==> src/rtl/owt_run_encoder.sv <==
`default_nettype none
// ============================================================================
// Module      : owt_run_encoder
// Description : OWT transmit run-length encoder; serialises a data word
//               MSB-first (plus optional even parity) as RUN_LEN-sample runs.
// Revision    : 1.0 - initial release
// ============================================================================
module owt_run_encoder #(
    parameter int DATA_W  = 8,
    parameter int CNT_W   = 10,
    parameter int RUN_LEN = 5,
    parameter int SMP_DIV = 1,
    parameter int PAR_EN  = 1,
    parameter int GAP_LEN = 2
) (
    input  logic              i_clk,
    input  logic              i_rst_n,
    input  logic              i_tx_vld,
    input  logic [DATA_W-1:0] i_tx_data,
    output logic              o_tx_rdy,
    input  logic              i_abort,
    output logic              o_vld,
    output logic              o_vld_data,
    output logic              o_busy,
    output logic              o_done
);

    localparam int BIT_W = $clog2(DATA_W + 1);

    localparam logic [CNT_W-1:0] c_div_last = CNT_W'(SMP_DIV - 1);
    localparam logic [CNT_W-1:0] c_run_last = CNT_W'(RUN_LEN - 1);
    localparam logic [CNT_W-1:0] c_gap_last = CNT_W'((GAP_LEN > 0) ? GAP_LEN - 1 : 0);
    localparam logic [BIT_W-1:0] c_bit_last = BIT_W'(DATA_W - 1);

    typedef enum logic [1:0] {
        ST_IDLE = 2'd0,
        ST_DATA = 2'd1,
        ST_PAR  = 2'd2,
        ST_GAP  = 2'd3
    } state_t;

    state_t            r_state,   w_nxt_state;
    logic [CNT_W-1:0]  r_div_cnt, w_nxt_div;
    logic [CNT_W-1:0]  r_run_cnt, w_nxt_run;
    logic [BIT_W-1:0]  r_bit_idx, w_nxt_bit;
    logic [DATA_W-1:0] r_shift,   w_nxt_shift;
    logic              r_par,     w_nxt_par;

    logic w_hs;
    logic w_slot_end, w_run_end, w_bit_end, w_gap_end;
    logic w_nxt_slot_end, w_nxt_run_end, w_nxt_bit_end, w_nxt_gap_end;
    logic w_nxt_last;
    logic w_nxt_vld;
    logic w_nxt_lvl;

    generate
        if (RUN_LEN < 1 || RUN_LEN >= 2**CNT_W) begin : g_chk_run_len
            $error("RUN_LEN out of range");
        end
        if (SMP_DIV < 1 || SMP_DIV >= 2**CNT_W) begin : g_chk_smp_div
            $error("SMP_DIV out of range");
        end
    endgenerate

    assign o_tx_rdy = (r_state == ST_IDLE) & ~i_abort;
    assign w_hs     = i_tx_vld & o_tx_rdy;

    assign w_slot_end = (r_div_cnt == c_div_last);
    assign w_run_end  = (r_run_cnt == c_run_last);
    assign w_bit_end  = (r_bit_idx == c_bit_last);
    assign w_gap_end  = (r_run_cnt == c_gap_last);

    always_comb begin
        w_nxt_state = r_state;
        w_nxt_div   = r_div_cnt;
        w_nxt_run   = r_run_cnt;
        w_nxt_bit   = r_bit_idx;
        w_nxt_shift = r_shift;
        w_nxt_par   = r_par;

        case (r_state)
            ST_IDLE: begin
                if (w_hs) begin
                    w_nxt_state = ST_DATA;
                    w_nxt_shift = i_tx_data;
                    w_nxt_par   = ^i_tx_data;
                    w_nxt_div   = '0;
                    w_nxt_run   = '0;
                    w_nxt_bit   = '0;
                end
            end
            ST_DATA: begin
                if (!w_slot_end) begin
                    w_nxt_div = r_div_cnt + CNT_W'(1);
                end else begin
                    w_nxt_div = '0;
                    if (!w_run_end) begin
                        w_nxt_run = r_run_cnt + CNT_W'(1);
                    end else begin
                        w_nxt_run = '0;
                        if (!w_bit_end) begin
                            w_nxt_bit   = r_bit_idx + BIT_W'(1);
                            w_nxt_shift = r_shift << 1;
                        end else begin
                            w_nxt_bit = '0;
                            if (PAR_EN != 0)
                                w_nxt_state = ST_PAR;
                            else if (GAP_LEN > 0)
                                w_nxt_state = ST_GAP;
                            else
                                w_nxt_state = ST_IDLE;
                        end
                    end
                end
            end
            ST_PAR: begin
                if (!w_slot_end) begin
                    w_nxt_div = r_div_cnt + CNT_W'(1);
                end else begin
                    w_nxt_div = '0;
                    if (!w_run_end) begin
                        w_nxt_run = r_run_cnt + CNT_W'(1);
                    end else begin
                        w_nxt_run = '0;
                        if (GAP_LEN > 0)
                            w_nxt_state = ST_GAP;
                        else
                            w_nxt_state = ST_IDLE;
                    end
                end
            end
            ST_GAP: begin
                if (!w_slot_end) begin
                    w_nxt_div = r_div_cnt + CNT_W'(1);
                end else begin
                    w_nxt_div = '0;
                    if (w_gap_end) begin
                        w_nxt_run   = '0;
                        w_nxt_state = ST_IDLE;
                    end else begin
                        w_nxt_run = r_run_cnt + CNT_W'(1);
                    end
                end
            end
            default: w_nxt_state = ST_IDLE;
        endcase

        // Abort discards the frame entirely; the next cycle looks like reset.
        if (i_abort && (r_state != ST_IDLE)) begin
            w_nxt_state = ST_IDLE;
            w_nxt_div   = '0;
            w_nxt_run   = '0;
            w_nxt_bit   = '0;
            w_nxt_shift = '0;
            w_nxt_par   = 1'b0;
        end
    end

    // Outputs are registered from the next-cycle view so they line up with
    // the state/counter values of the cycle in which they are visible.
    always_comb begin
        w_nxt_slot_end = (w_nxt_div == c_div_last);
        w_nxt_run_end  = (w_nxt_run == c_run_last);
        w_nxt_bit_end  = (w_nxt_bit == c_bit_last);
        w_nxt_gap_end  = (w_nxt_run == c_gap_last);
        w_nxt_last     = 1'b0;
        w_nxt_vld      = 1'b0;
        w_nxt_lvl      = 1'b0;
        case (w_nxt_state)
            ST_DATA: begin
                w_nxt_vld  = (w_nxt_div == '0);
                w_nxt_lvl  = w_nxt_shift[DATA_W-1];
                w_nxt_last = (PAR_EN == 0) && (GAP_LEN == 0) &&
                             w_nxt_slot_end && w_nxt_run_end && w_nxt_bit_end;
            end
            ST_PAR: begin
                w_nxt_vld  = (w_nxt_div == '0);
                w_nxt_lvl  = w_nxt_par;
                w_nxt_last = (GAP_LEN == 0) && w_nxt_slot_end && w_nxt_run_end;
            end
            ST_GAP: begin
                w_nxt_last = w_nxt_slot_end && w_nxt_gap_end;
            end
            default: begin
                w_nxt_last = 1'b0;
            end
        endcase
    end

    always_ff @(posedge i_clk or negedge i_rst_n) begin
        if (!i_rst_n) begin
            r_state    <= ST_IDLE;
            r_div_cnt  <= '0;
            r_run_cnt  <= '0;
            r_bit_idx  <= '0;
            r_shift    <= '0;
            r_par      <= 1'b0;
            o_vld      <= 1'b0;
            o_vld_data <= 1'b0;
            o_busy     <= 1'b0;
            o_done     <= 1'b0;
        end else begin
            r_state    <= w_nxt_state;
            r_div_cnt  <= w_nxt_div;
            r_run_cnt  <= w_nxt_run;
            r_bit_idx  <= w_nxt_bit;
            r_shift    <= w_nxt_shift;
            r_par      <= w_nxt_par;
            o_vld      <= w_nxt_vld;
            o_vld_data <= w_nxt_vld & w_nxt_lvl;
            o_busy     <= (w_nxt_state != ST_IDLE);
            o_done     <= w_nxt_last;
        end
    end

endmodule
`default_nettype wire

==> config.mk <==
export PLATFORM = sky130hd
export DESIGN_NAME = owt_run_encoder
export DESIGN_NICKNAME = d
export VERILOG_FILES = /design/src/rtl/owt_run_encoder.sv
export SDC_FILE = /design/constraint.sdc
export NUM_CORES = 1
export LEC_CHECK = 0
export ABC_AREA = 0
export CAP_MARGIN = 15
export CORE_MARGIN = 4
export CORE_UTILIZATION = 51
export DETAILED_ROUTE_END_ITERATION = 8
export GPL_TIMING_DRIVEN = 0
export PLACE_DENSITY = 0.68
export SLEW_MARGIN = 20
export SYNTH_ARGS = -nofsm -noshare
export SYNTH_HDL_FRONTEND = slang
export SYNTH_SLANG_ARGS = --single-unit
==> constraint.sdc <==
create_clock -name i_clk -period 3.5 [get_ports i_clk]
set_input_delay 0.875 -clock i_clk [delete_from_list [all_inputs] [get_ports i_clk]]
set_output_delay 0.875 -clock i_clk [all_outputs]
set_load 0.005 [all_outputs]
==> metrics.txt <==
# TYPE chip_impl_metric gauge
chip_impl_metric{name="post-route-worst-setup-slack",unit="ns"} 0.213
chip_impl_metric{name="route.final.wire_length",unit="um"} 6090
chip_impl_metric{name="detail_route.drc_violations",unit=""} 0
chip_impl_metric{name="static-leakage-power",unit="nW"} 1.32
chip_impl_metric{name="fin_util",unit="%"} 61.0
chip_impl_metric{name="maxCapViolCount",unit=""} 0
chip_impl_metric{name="core_region_area",unit="mm^2"} 0.00517
chip_impl_metric{name="slew_headroom",unit="%"} 54.1
chip_impl_metric{name="fin_crit_sh",unit="%"} 93.9
chip_impl_metric{name="pin_count_of_the_biggest_net_entering_global_routing",unit=""} 23
chip_impl_metric{name="max_clock_freq",unit="GHz"} 0.304
chip_impl_info{name="tritoncts",value="done"} 1
chip_impl_metric{name="crit_required",unit="ns"} 3.70
chip_impl_info{name="grt_setup_unrepaired",value="no"} 1
chip_impl_metric{name="start_util",unit="%"} 53.0
chip_impl_metric{name="num_antenna_cells",unit=""} 0
chip_impl_metric{name="tritoncts.num_buffers",unit=""} 5
chip_impl_metric{name="share_clk_of_total_power",unit="%"} 23.0
chip_impl_metric{name="sequential_cell_area_fraction_in_the_yosys_report",unit="%"} 35.6
chip_impl_info{name="regToRegEndpoint",value="o_done"} 1
chip_impl_metric{name="yosys.area.top_type_share",unit="%"} 35.6
chip_impl_metric{name="dp_slack",unit="ns"} -0.335
chip_impl_metric{name="nNetsFinal",unit=""} 355
chip_impl_info{name="critPathCaptureType",value="flop"} 1
chip_impl_info{name="status",value="completed"} 1
chip_impl_metric{name="final-max-slew-violation-count",unit=""} 0
chip_impl_metric{name="die_w",unit="um"} 81.3
chip_impl_metric{name="layout.cell_area.non_filler",unit="mm^2"} 0.00315
chip_impl_metric{name="final.min_clock_period",unit="ns"} 3.29
chip_impl_info{name="hold_path_startpoint",value="r_shift[1]"} 1
chip_impl_info{name="synthFlopType",value="dfrtp_1"} 1
chip_impl_metric{name="clock_path_buffers",unit=""} 2
chip_impl_metric{name="timing.critical_path.slowest_cell_delay",unit="ns"} 0.45
chip_impl_metric{name="synthesis.area",unit="mm^2"} 0.00274
chip_impl_metric{name="route.vias.total",unit=""} 2268
chip_impl_metric{name="reg2reg_setup_slack",unit="ns"} 0.21
chip_impl_info{name="leading_cell_type_in_the_layout_fill_and_taps_excluded",value="dfrtp_1"} 1
chip_impl_metric{name="final.setup.tns",unit="ns"} 0
chip_impl_metric{name="clock_sinks",unit=""} 39
chip_impl_metric{name="post_route_cells_drive_above_1_share",unit="%"} 12.5
chip_impl_metric{name="grt_pass1_wl",unit="um"} 10300
chip_impl_info{name="layout.cells.most_common_list",value="dfrtp_1 (39), nand2_1 (30), o21ai_0 (26)"} 1
chip_impl_metric{name="core.rowCount",unit=""} 26
chip_impl_metric{name="timing.critical_path.fanout_max",unit=""} 10
chip_impl_info{name="rr_startpoint",value="r_div_cnt[4]"} 1
chip_impl_info{name="critical_path.startpoint",value="r_div_cnt[4]"} 1
chip_impl_metric{name="clkSlewWorstSetupHoldPaths",unit="ns"} 0.08
chip_impl_info{name="worstHoldPathType",value="reg2reg"} 1
chip_impl_metric{name="wl_per_cell",unit="um"} 15.3
chip_impl_metric{name="holdWs",unit="ns"} 0.485
chip_impl_metric{name="hpwlAfterDp",unit="um"} 4680
chip_impl_metric{name="placed_cell_area",unit="mm^2"} 0.00301
chip_impl_info{name="timing.setup.critical_path_class",value="reg2reg"} 1
chip_impl_metric{name="htree_levels",unit=""} 2
chip_impl_metric{name="grt_antenna_before_repair",unit=""} 0
chip_impl_metric{name="final_antenna_net_count",unit=""} 0
chip_impl_metric{name="n_fill_cell",unit=""} 457
chip_impl_metric{name="detailedRoute.firstIterationViolations",unit=""} 140
chip_impl_metric{name="drtPass1Iterations",unit=""} 4
chip_impl_metric{name="worstSkewPairLatency",unit="ns"} 0.29
chip_impl_metric{name="timing.clock.skew",unit="ns"} 0.00793
chip_impl_metric{name="switching_power_summed_over_all_nets",unit="mW"} 0.612
chip_impl_metric{name="synth-async-reset-ratio",unit="%"} 100
chip_impl_metric{name="postSynthNetCount",unit=""} 329
chip_impl_info{name="crit_path_top_delay_cell",value="nor3_4"} 1
chip_impl_metric{name="count_of_flip_flops_with_a_built_in_enable_after_synthesis",unit=""} 0
chip_impl_metric{name="p_comb_share",unit="%"} 42.4
chip_impl_metric{name="min_delay_path_depth",unit=""} 2
chip_impl_metric{name="reg2regPathDepth",unit=""} 11
chip_impl_metric{name="post_synth.cell_area_avg",unit="um^2"} 9.08
chip_impl_metric{name="yosys_warnings",unit=""} 0
chip_impl_metric{name="globalRoute.totalOverflow",unit=""} 0
chip_impl_metric{name="synth_cell_type_count",unit=""} 67
chip_impl_metric{name="total_of_flip_flops_plus_latches_after_synthesis",unit=""} 39
chip_impl_info{name="worstPathCellList",value="buf_6 -> nor3_4 -> and3_4 -> nand4_1 -> o31a_1 -> a221o_1 -> inv_1 -> ha_1 -> nand3_1 -> or4_1 -> nor4_2"} 1
chip_impl_metric{name="area.growth.synth_to_final",unit="%"} 15.0
chip_impl_metric{name="grtUsageTotal",unit="%"} 20.2
chip_impl_info{name="worstHoldEndpoint",value="r_shift[1]"} 1
chip_impl_metric{name="cts_hold_repair.buffers",unit=""} 0
chip_impl_metric{name="placer_congestion",unit=""} 0.801
chip_impl_metric{name="floorplan.die_area",unit="mm^2"} 0.00661
chip_impl_metric{name="dieHeight",unit="um"} 81.3
chip_impl_metric{name="port_buffers",unit=""} 16
chip_impl_info{name="crit_path_start_kind",value="flop"} 1
chip_impl_metric{name="design.portCount",unit=""} 17
chip_impl_info{name="synthTopCellsByArea",value="dfrtp_1 (36%), ha_1 (6.8%), o21ai_0 (4.7%)"} 1
chip_impl_metric{name="finalHoldViolCount",unit=""} 0
chip_impl_metric{name="irDropWorstVdd",unit="V"} 0.000373
chip_impl_metric{name="power_report.internal_total",unit="mW"} 1.01
chip_impl_metric{name="timing_worst_slew_pin_value",unit="ns"} 0.683
chip_impl_metric{name="count_of_mapped_cells_out_of_synthesis",unit=""} 302
chip_impl_metric{name="pwr_density_cell",unit="mW/mm^2"} 515
chip_impl_metric{name="finalSetupViolCount",unit=""} 0
chip_impl_info{name="synth_area_leader_cell",value="dfrtp_1"} 1
chip_impl_metric{name="arrival_time_of_the_worst_setup_path",unit="ns"} 3.49
chip_impl_metric{name="grt_pass1_vias",unit=""} 2130
chip_impl_info{name="cts_root_buf",value="clkbuf_8"} 1
chip_impl_metric{name="power.share.sequential",unit="%"} 34.6
chip_impl_metric{name="via_per_inst",unit=""} 5.68
chip_impl_metric{name="power_switching_share",unit="%"} 37.7
[cell families (layout without fill, tap and decap cells)]
| group | Yosys count | count (layout) | synth area share [%] |
|---|---|---|---|
| compound gates | 75 | 75 | 19.0 |
| flops | 39 | 39 | 35.6 |
| mux | 1 | 1 | 0.365 |
| xor+xnor | 16 | 16 | 5.11 |
| buf+inv | 25 | 52 | 5.02 |
| fa+ha+maj | 15 | 15 | 6.85 |
| simple gates | 131 | 131 | 28.1 |
[sequential cells by signal (all words and copies together) (netlist names)]
name        count
r_div_cnt      10
r_run_cnt      10
r_shift         8
r_bit_idx       4
r_state         2
o_busy          1
o_done          1
o_vld           1
o_vld_data      1
r_par           1
[per-layer routing]
layer,global-route usage (%),part of all wire [%],vias to the layer above
met4,4.56,0.66,0
met2,31.3,46,33
met3,3.33,2.7,4
li1,-,-,1156
met5,0,0,-
met1,29.5,50,1075
[final cells by class]
| type | count | area [um^2] | share of cell area, % |
|---|---|---|---|
| Multi-Input combinational cell | 238 | 1640 | 52.1 |
| Clock buffer | 5 | 68.8 | 2.18 |
| Tap cell | 70 | 87.6 | 2.78 |
| Clock inverter | 3 | 43.8 | 1.39 |
| Timing Repair Buffer | 19 | 198 | 6.27 |
| Inverter | 13 | 48.8 | 1.55 |
| Buffer | 12 | 88.8 | 2.82 |
| Sequential cell | 39 | 976 | 31.0 |
[synth_stat cells (5+ instances only)]
cell	instances
nand2_1	30
nor2b_1	5
nor2_1	23
clkbuf_1	5
nand3_1	14
inv_1	13
dfrtp_1	39
xnor2_1	12
a22oi_1	7
ha_1	15
nand4_1	7
a21oi_1	10
o21ai_0	26
nor3_1	10
[repair_timing]
action,CTS,global route
resized for setup,1,2
endpoints found under the setup margin,1,2
hold endpoints to repair,0,0
setup buffers,0,2
[worst max-delay path by stage]
| stage | slack (ns) | endpoint |
|---|---|---|
| floorplan | 0.55 | o_done |
| global placement | -0.39 | o_done |
| detailed placement | -0.33 | o_done |
| CTS | 0.06 | o_done |
| global route | 0.01 | o_done |
| finish | 0.21 | o_done |
[through the flow]
step           total power, mW  cells
2_1_floorplan             1.04    302
3_3_place_gp              1.23    388
3_5_place_dp              1.24    389
4_1_cts                   1.62    397
5_1_grt                   1.75    399
6_report                  1.62    399
[worst max-delay path: cells and delay by family (launching register included)]
kind,cells,cell delay (ns)
DFF,1,0.37
and+or+nand+nor,6,1.71
adders and majority gates,1,0.16
AOI/OAI and AO/OA,2,0.70
buffers and inverters,2,0.25
[power by group through the flow]
stage / Combinational, mW / Sequential, mW / Clock, mW
after floorplan: 0.481 / 0.558 / 0
after global placement: 0.667 / 0.567 / 0
after detailed placement: 0.673 / 0.570 / 0
after CTS: 0.677 / 0.561 / 0.385
after global routing: 0.774 / 0.570 / 0.406
final: 0.688 / 0.562 / 0.374
Power figures use the tool's default switching activity.
==> patch: new RTL, same flow settings <==
The parameter `CNT_W` goes from 10 to 9.
--- a/src/rtl/owt_run_encoder.sv
+++ b/src/rtl/owt_run_encoder.sv
@@ -8,5 +8,5 @@
 module owt_run_encoder #(
     parameter int DATA_W  = 8,
-    parameter int CNT_W   = 10,
+    parameter int CNT_W   = 9,
     parameter int RUN_LEN = 5,
     parameter int SMP_DIV = 1,
Check against the original RTL: same outputs for any inputs over 10 cycles, from zero or initial values and one cycle with i_rst_n low; that may be too few to reach the edited logic, so the function may still have changed.
==> patch against the unedited design <==
  * Via count fell by 16%
  * Area after synthesis decreased by 14%
  * Global-route usage is 0.77 points lower
  * Non-clock buffer count is 5 lower
  * Worst hold slack improved by 25 ps
  * Sequential share of layout area is 3.6 points higher
  * Sequential cell count fell by 2
  * Wire length decreased by 17%
  * Sequential power fell by 3%
  * First-iteration DRC count rose by 2.1%
  * Total power down 14%
  * Setup slack worse by 53 ps
  * Fmax is 1.6% lower
  * Design area down 15%
  * Largest cell class unchanged
==> patch: results (changes against the unedited design) <==
stage	metric	value	unit	change
logic_synthesis	synth.distinct_cells	49		-27%
status	result_of_the_run	finished clean		
placement	place.gp.congestion	0.853		+6.4%
timing	final.setup_skew	4.23	ps	-3.70 ps
worst_setup_path	reg2regPathDepth	13		+2
cells_and_area	largest_registers	r_div_cnt (9), r_run_cnt (9), r_shift (8)		
worst_setup_path	critical_path.reg2reg.startpoint	r_div_cnt[0]$_DFF_PN0_		
logic_synthesis	synth_fp_nets	279		-15%
pwr	switching_share	38.8	%	+1.1 points
placement	hpwl	3770	um	-20%
logic_synthesis	synth_sequential_area_ratio	39.5	%	+3.9 points
cells_and_area	finish.net_count	303		-15%
route	route.detailed.vias_per_inst	5.76		+1.3%
route	detail_route.iter0.violations	143		+2.1%
worst_setup_path	crit_path_top_delay_cell	sky130_fd_sc_hd__clkdlybuf4s50_1		
global_route	global_route.usage.total	19.4	%	-0.77 points
global_route	groute.layer.met1.usage	28.2	%	-1.3 points
route	drt_wl_total	5030	um	-17%
worst_setup_path	reg2reg_setup_slack	380	ps	+170 ps
timing	relSlewSlack	51.8	%	-2.3 points
route	route.detailed.wl_per_inst	15.3	um	+0.11%
logic_synthesis	synth_top_cells_by_area	sky130_fd_sc_hd__dfrtp_1 (39%), sky130_fd_sc_hd__ha_1 (8.0%), sky130_fd_sc_hd__a22o_1 (6.0%)		
worst_setup_path	cpPeakStageDelay	580	ps	+130 ps
placement	placed_cells	321		-17%
min_path	min_path_cells	1		-1
global_route	gr-usage-met3	4.35	%	+1.0 points
cells_and_area	post_route_cells_drive_above_1_share	6.14	%	-6.3 points
worst_setup_path	worst_ep_arrival	3570	ps	+80 ps
worst_setup_path	timing.critical_path.fanout_max	8		-2
min_path	hp-start	r_shift[4]$_DFFE_PN0P_		
global_route	wire_length_of_the_first_global_routing_pass	8450	um	-18%
logic_synthesis	yosys-top-cells-count	sky130_fd_sc_hd__dfrtp_1 (37), sky130_fd_sc_hd__nor2_1 (21), sky130_fd_sc_hd__nand2_1 (18)		
==> patch: worst max path at each step <==
stage	end	startpoint	cells past startpoint	slack, ps
after floorplan	o_vld_data$_DFF_PN0_	r_div_cnt[0]$_DFF_PN0_	13	750
after global placement	o_done$_DFF_PN0_	i_abort	8	-200
after detailed placement	o_done$_DFF_PN0_	i_abort	8	-220
after CTS	o_done$_DFF_PN0_	i_abort	8	70
after global routing	o_done$_DFF_PN0_	i_abort	9	20
final	o_done$_DFF_PN0_	i_abort	8	160
==> patch: what timing repair did <==
action                     in CTS  in global routing
setup endpoints to repair       0                  3
hold endpoints to repair        0                  0
resized for setup               0                  1
==> patch: worst register-to-register path, stage by stage, from the launching register on <==
cell and delay (ps):
sky130_fd_sc_hd__dfrtp_1 420, sky130_fd_sc_hd__inv_1 100, sky130_fd_sc_hd__ha_1 170, sky130_fd_sc_hd__or4b_1 430
sky130_fd_sc_hd__buf_2 180, sky130_fd_sc_hd__nor4_4 360, sky130_fd_sc_hd__nand2_1 120, sky130_fd_sc_hd__a21oi_1 160
sky130_fd_sc_hd__nand2_1 60, sky130_fd_sc_hd__o311ai_0 210, sky130_fd_sc_hd__inv_1 180, sky130_fd_sc_hd__ha_1 240
sky130_fd_sc_hd__a22o_1 200, sky130_fd_sc_hd__and3_1 180
==> patch: through the flow <==
stage,power (uW),worst slack [ps],hold slack [ps],instance area [sq um],TNS [ps]
finish,1400,160,510,2680,0
global route,1520,17.5,521,2680,0
CTS,1420,68.1,507,2680,0
detailed placement,1120,-221,485,2590,-593
global placement,1110,-205,474,2570,-527
floorplan,935,752,451,2340,0
==> patch: layout make-up <==
cell class | count | area (sq um)
clock buffers | 6 | 72.6
inverters | 13 | 48.8
clock inverters | 2 | 10.0
well taps | 52 | 65.1
fillers | 385 | 1730
flip-flops and latches | 37 | 926
multi-input cells | 193 | 1340
repair buffers | 17 | 183
plain buffers | 9 | 35.0
==> patch: power groups by stage <==
stage                     clock (uW)  sequential [uW]  combinational (uW)
final                            287              546                 571
after floorplan                    0              543                 392
after global routing             318              554                 648
after global placement             0              550                 556
after CTS                        297              546                 573
after detailed placement           0              552                 569
==> patch: cells by family after synthesis <==
| kind of cell | after synthesis | share of synthesized area (%) |
|---|---|---|
| buffers and inverters | 22 | 3.58 |
| DFF | 37 | 39.5 |
| and+or+nand+nor | 104 | 25.3 |
| AOI/OAI and AO/OA | 56 | 16.8 |
| xor gates and xnor gates | 17 | 6.35 |
| muxes | 1 | 0.480 |
| adders and majority gates | 15 | 8.00 |
==> patch: layer usage <==
layer  vias up  part of all wire (%)
met5         -                     0
met4         0                   1.7
met3         6                   4.2
met2        38                    42
met1       885                    52
li1        966                     -
